<file path="src/rtl/tdm_slot_sequencer_pkg.sv">
// tdm_pkg: shared constants and types for the TDM slot sequencer.
//   NUM_CH      - number of requesters / mux channels
//   SEL_W       - width of the binary channel select
//   tdm_state_e - sequencer states (GUARD encoded even when not built)
//   S_*         - state constants used by the state register
//   ch_idx_t    - binary channel index
package tdm_pkg;

    localparam int unsigned NUM_CH = 4;
    localparam int unsigned SEL_W  = 2;

    typedef enum logic [1:0] {
        IDLE   = 2'd0,
        ACTIVE = 2'd1,
        GUARD  = 2'd2
    } tdm_state_e;

    // Plain constants for the state register, matching the enum encoding.
    localparam logic [1:0] S_IDLE   = IDLE;
    localparam logic [1:0] S_ACTIVE = ACTIVE;
    localparam logic [1:0] S_GUARD  = GUARD;

    typedef logic [SEL_W-1:0] ch_idx_t;

endpackage

</file>
<file path="src/rtl/tdm_slot_sequencer_if.sv">
// tdm_slot_sequencer_if: request / select bundle between the sequencer and
// the mux/demux datapath.
//   req          - per-channel request level (bit i = channel i)
//   select_lines - binary index of the granted channel
//   grant        - one-hot grant, zero when no slot is active
//   sel_valid    - high while a slot is active
//   slot_done    - one-cycle pulse after a slot ends
// Modports: master = sequencer side, slave = requester/datapath side.
interface tdm_slot_sequencer_if;
    import tdm_pkg::*;

    logic [NUM_CH-1:0] req;
    ch_idx_t           select_lines;
    logic [NUM_CH-1:0] grant;
    logic              sel_valid;
    logic              slot_done;

    modport master (
        input  req,
        output select_lines,
        output grant,
        output sel_valid,
        output slot_done
    );

    modport slave (
        output req,
        input  select_lines,
        input  grant,
        input  sel_valid,
        input  slot_done
    );

endinterface

</file>
<file path="src/rtl/tdm_slot_sequencer_rr_pick.sv">
// rr_pick: combinational rotating-priority encoder.
//   req    - request vector
//   last   - last-served channel; search order is last+1, +2, +3, last
//   any    - at least one request is high
//   winner - first requesting channel in the search order
module rr_pick
    import tdm_pkg::*;
(
    input  logic [NUM_CH-1:0] req,
    input  ch_idx_t           last,
    output logic              any,
    output ch_idx_t           winner
);

    ch_idx_t w_cand;

    always_comb begin
        any    = |req;
        winner = last;
        w_cand = last;
        // Walk the order backwards so the nearest requester is written last.
        for (int i = int'(NUM_CH); i >= 1; i--) begin
            w_cand = last + ch_idx_t'(i);
            if (req[w_cand]) begin
                winner = w_cand;
            end
        end
    end

endmodule

</file>
<file path="src/rtl/tdm_slot_sequencer.sv">
// tdm_slot_sequencer: round-robin time-slot owner of the mux/demux select.
// Grants one channel at a time for at most MAX_DWELL (1..255) cycles.
// Ports:
//   clk - clock, rising edge
//   rst - synchronous active-high reset
//   bus - tdm_slot_sequencer_if.master (req in; select_lines, grant,
//         sel_valid, slot_done out)
// Build option: define TDM_GUARD_EN to insert a one-cycle dead slot between
// consecutive grants so demux outputs settle before the next channel.
module tdm_slot_sequencer
    import tdm_pkg::*;
#(
    parameter int unsigned MAX_DWELL = 8
) (
    input  logic clk,
    input  logic rst,
    tdm_slot_sequencer_if.master bus
);

    localparam logic [7:0] LP_DWELL = 8'(MAX_DWELL);

    logic [1:0] r_state, w_state_d;
    ch_idx_t    r_ch,    w_ch_d;
    ch_idx_t    r_last,  w_last_d;
    logic [7:0] r_cnt,   w_cnt_d;
    logic       r_done,  w_done_d;

    logic       w_any;
    ch_idx_t    w_winner;
    ch_idx_t    w_pick_last;
    logic       w_release;
    logic       w_valid;

    // On a release the new last-served channel is the current one, so the
    // back-to-back re-arbitration must already rotate past it.
    assign w_pick_last = (r_state == S_ACTIVE) ? r_ch : r_last;

    rr_pick u_pick (
        .req    (bus.req),
        .last   (w_pick_last),
        .any    (w_any),
        .winner (w_winner)
    );

    assign w_release = !bus.req[r_ch] || (r_cnt == LP_DWELL);

    always_comb begin
        w_state_d = r_state;
        w_ch_d    = r_ch;
        w_last_d  = r_last;
        w_cnt_d   = r_cnt;
        w_done_d  = 1'b0;
        case (r_state)
`ifdef TDM_GUARD_EN
            S_IDLE, S_GUARD: begin
`else
            S_IDLE: begin
`endif
                if (w_any) begin
                    w_state_d = S_ACTIVE;
                    w_ch_d    = w_winner;
                    w_cnt_d   = 8'd1;
                end else begin
                    w_state_d = S_IDLE;
                end
            end
            S_ACTIVE: begin
                if (w_release) begin
                    w_last_d = r_ch;
                    w_done_d = 1'b1;
`ifdef TDM_GUARD_EN
                    w_state_d = S_GUARD;
`else
                    if (w_any) begin
                        w_ch_d  = w_winner;
                        w_cnt_d = 8'd1;
                    end else begin
                        w_state_d = S_IDLE;
                    end
`endif
                end else begin
                    w_cnt_d = r_cnt + 8'd1;
                end
            end
            default: w_state_d = S_IDLE;
        endcase
    end

    always_ff @(posedge clk) begin
        if (rst) begin
            r_state <= S_IDLE;
            r_ch    <= '0;
            r_last  <= ch_idx_t'(NUM_CH - 1);
            r_cnt   <= '0;
            r_done  <= 1'b0;
        end else begin
            r_state <= w_state_d;
            r_ch    <= w_ch_d;
            r_last  <= w_last_d;
            r_cnt   <= w_cnt_d;
            r_done  <= w_done_d;
        end
    end

    // Outputs decode registered state only; req never reaches them directly.
    assign w_valid          = (r_state == S_ACTIVE);
    assign bus.sel_valid    = w_valid;
    assign bus.select_lines = r_ch;
    assign bus.grant        = w_valid ? (NUM_CH'(1) << r_ch) : '0;
    assign bus.slot_done    = r_done;

endmodule

</file>
<file path="src/flat_wrapper.sv">
// flat-port wrapper written by rule: the top's interface ports become plain ports
module tdm_slot_sequencer_flat import tdm_pkg::*;
#(
    parameter int unsigned MAX_DWELL = 8
)
  (clk, rst, bus_req, bus_select_lines, bus_grant, bus_sel_valid, bus_slot_done);
  tdm_slot_sequencer_if bus_i ();
  input  logic clk;
  input  logic rst;
  input wire logic [$bits(bus_i.req)-1:0] bus_req;
  output wire logic [$bits(bus_i.select_lines)-1:0] bus_select_lines;
  output wire logic [$bits(bus_i.grant)-1:0] bus_grant;
  output wire logic [$bits(bus_i.sel_valid)-1:0] bus_sel_valid;
  output wire logic [$bits(bus_i.slot_done)-1:0] bus_slot_done;
  assign bus_i.req = bus_req;
  assign bus_select_lines = bus_i.select_lines;
  assign bus_grant = bus_i.grant;
  assign bus_sel_valid = bus_i.sel_valid;
  assign bus_slot_done = bus_i.slot_done;
  tdm_slot_sequencer #(.MAX_DWELL(MAX_DWELL)) u_core (.clk(clk), .rst(rst), .bus(bus_i));
endmodule
</file>
<file path="config.mk">
export PLATFORM = sky130hd
export DESIGN_NAME = tdm_slot_sequencer_flat
export DESIGN_NICKNAME = d
export VERILOG_FILES = /design/src/rtl/tdm_slot_sequencer_pkg.sv /design/src/rtl/tdm_slot_sequencer_if.sv /design/src/rtl/tdm_slot_sequencer_rr_pick.sv /design/src/rtl/tdm_slot_sequencer.sv /design/src/flat_wrapper.sv
export SDC_FILE = /design/constraint.sdc
export NUM_CORES = 1
export LEC_CHECK = 0
export CAP_MARGIN = 20
export CORE_MARGIN = 1
export CORE_UTILIZATION = 54
export DETAILED_ROUTE_END_ITERATION = 10
export PLACE_DENSITY = 0.81
export SETUP_SLACK_MARGIN = 0.1
export SLEW_MARGIN = 25
export SYNTH_ARGS = -nofsm -noshare
export SYNTH_HDL_FRONTEND = slang
export SYNTH_SLANG_ARGS = --single-unit
</file>
<file path="constraint.sdc">
create_clock -name clk -period 4.2 [get_ports clk]
set_input_delay 0.42 -clock clk [delete_from_list [all_inputs] [get_ports clk]]
set_output_delay 0.42 -clock clk [all_outputs]
set_load 0.005 [all_outputs]
</file>
==> results_dict.tcl <==
set metrics [dict create \
    ios 14 \
    clkSinkCount 14 \
    setup.worst_path.start_class "input port" \
    post-route-min-period_ns 2.01 \
    synth-compound-area-share 0.156 \
    fin_skew_ns 0.00660 \
    fin_setup_tns_ns 0 \
    via_count 762 \
    worst_pin_slew_ns 0.901 \
    postRouteAntennaNets 0 \
    slew_headroom 0.394 \
    synthArstFlopShare 0 \
    nNetsFinal 118 \
    grt_max_degree 15 \
    final_cell_mix "14 x nor2_1, 14 x dfxtp_1, 13 x clkdlybuf4s50_1, 6 x nand2_1, 6 x nor3_1" \
    clockBufferDepth 2 \
    cts_tree "built" \
    yosysTopAreaCellShare 0.342 \
    muxShareOfSynthArea 0.0687 \
    insertedDiodeCount 0 \
    synth-edff-count 0 \
    rsz0062_at_grt "false" \
    htree_levels 1 \
    crit_required_ns 4.41 \
    root_buffer "clkbuf_4" \
    path_class "input port to register" \
    dieArea_um2 1680 \
    maxSlewViolCount 0 \
    yosysTopAreaCell "dfxtp_1" \
    start_util 0.607 \
    fillers 112 \
    io_buffers 13 \
    critPathArrivalTime_ns 2.22 \
    timing_hold_violations_final 0 \
    wl_mm 1.73 \
    synthFlopType "dfxtp_1" \
    hpwlAfterDp_mm 1.39 \
    cap_violations 0 \
    fin_crit_sh 0.478 \
    dp.cells 120 \
    dr.pass1.iters 5 \
    cp_max_fo 10 \
    status "complete, no violations" \
    place_congestion 0.841 \
    drc 0 \
    synth-xor-area-share 0.0321 \
    max_freq_mhz 498 \
    clk_latency_ns 0.28 \
    synth_warnings 0 \
    cts_resized 0 \
    worst_setup_path_end_kind "register" \
    die_h_um 41.0 \
    synth_nets 102 \
    synth_seq_cells 14 \
    dp_slack_ns 1.90 \
    final_cell_count_no_fill 124 \
    seq_area_frac_synth 0.342 \
    syn_area_um2 820 \
    grt_use_total 0.249 \
    power_density_nw_per_um2 351 \
    synthDistinctLibCells 40 \
    worst_slack_ns 2.19 \
    wire_per_inst_um 13.9 \
    cts_hold_buffers 0 \
    grt_overflow 0 \
    avgSynthCellArea_um2 8.72 \
    grt_antenna_before_repair 0 \
    peakVddDrop_mv 0.213 \
    setup_viol 0 \
    grt_pass1_wl_mm 2.69 \
    drtIter0Drc 40 \
    numCtsBuffers 3 \
    post-route-util 0.738 \
    area_growth_pct 21.5 \
    synth_area_leaders "dfxtp_1 34%, nor2_1 6.4%, mux2i_1 3.7%" \
    viasPerCell 6.15 \
    yosys.area_share.simple 0.342 \
    netlist_instances 94 \
    layout-drive-gt1-share 0.156 \
    grt_pass1_vias 609 \
    synthAdderAreaFrac 0.0305 \
    holdCritPathClass "register to register" \
    num_rows 13 \
    core_area_um2 1350 \
    fp.dieW_um 41.0 \
    cts_setup_buffers 0 \
    p_leak_nw 0.349 \
    clk_pin_slew_ns 0.08 \
    synth_top_family_by_area "simple AND/OR/NAND/NOR gates" \
]
report_power, final:
| group | internal, mW | switching [mW] | total, mW |
|---|---|---|---|
| Combinational | 0.0526 | 0.0458 | 0.0984 |
| Clock | 0.0527 | 0.0421 | 0.0948 |
| Sequential | 0.143 | 0.0141 | 0.157 |
sequential cells by signal, indices dropped and copies added, names as in the netlist:
name and count:
u_core.r_state 1, u_core.r_cnt 8, u_core.r_last 2, u_core.bus.slot_done 1, u_core.bus.select_lines 2
final cells by class:
| type | instances | area (µm²) | share of cell area |
|---|---|---|---|
| sequential | 14 | 280 | 0.281 |
| tap | 15 | 18.8 | 0.0188 |
| clock buffer | 4 | 36.3 | 0.0364 |
| multi-input combinational | 74 | 515 | 0.518 |
| timing repair buffer | 13 | 130 | 0.131 |
| inverter | 4 | 15.0 | 0.0151 |
path summary, 6_finish.rpt:
check / start / to / slack, ns / cells past startpoint
worst min-delay path: u_core.r_last[1]$_SDFFE_PP1P_ / u_core.r_last[1]$_SDFFE_PP1P_ / 0.47 / 1
worst min register to register: u_core.r_last[1]$_SDFFE_PP1P_ / u_core.r_last[1]$_SDFFE_PP1P_ / 0.47 / 1
worst max register to register: u_core.r_state[0]$_SDFFE_PP0P_ / u_core.bus.select_lines[0]$_SDFFE_PP0P_ / 2.31 / 5
worst max-delay path: bus_req[0] / u_core.bus.select_lines[0]$_SDFFE_PP0P_ / 2.19 / 5
layer usage:
| metal | global-route usage | up-vias | wire length (µm) |
|---|---|---|---|
| met5 | 0 | - | 0 |
| met4 | 0.142 | 0 | 46 |
| met3 | 0.0870 | 8 | 108 |
| met2 | 0.352 | 29 | 749 |
| met1 | 0.323 | 347 | 825 |
| li1 | - | 378 | - |
cell usage after synthesis (2+ instances only):
library cell / number
or3_1: 3
mux2i_1: 3
dfxtp_1: 14
nand2_1: 6
nand4_1: 3
or4_4: 2
nor2_1: 14
inv_1: 4
nor3_1: 6
nand3_1: 2
o21ai_0: 2
a211oi_1: 2
a21oi_1: 3
ha_1: 2
xor2_1: 3
logic make-up after synthesis:
logic type / after synthesis
muxes: 5
adders and majority gates: 2
buffers and inverters: 6
DFF: 14
and+or+nand+nor: 47
xor gates and xnor gates: 3
AOI/OAI and AO/OA: 17
critical path, stage by stage:
cell,delay (ns)
clkdlybuf4s50_1,0.52
nor4_2,0.82
or4_4,0.27
nor3_2,0.04
nor3b_2,0.15
metrics by stage:
| stage | area (µm²) | hold slack (ns) | power (mW) |
|---|---|---|---|
| finish | 996 | 0.472 | 0.350 |
| detailed placement | 960 | 0.455 | 0.257 |
| global placement | 960 | 0.452 | 0.255 |
| CTS | 996 | 0.474 | 0.352 |
| global route | 996 | 0.489 | 0.371 |
| floorplan | 820 | 0.436 | 0.220 |
(Power assumes the default switching activity.)
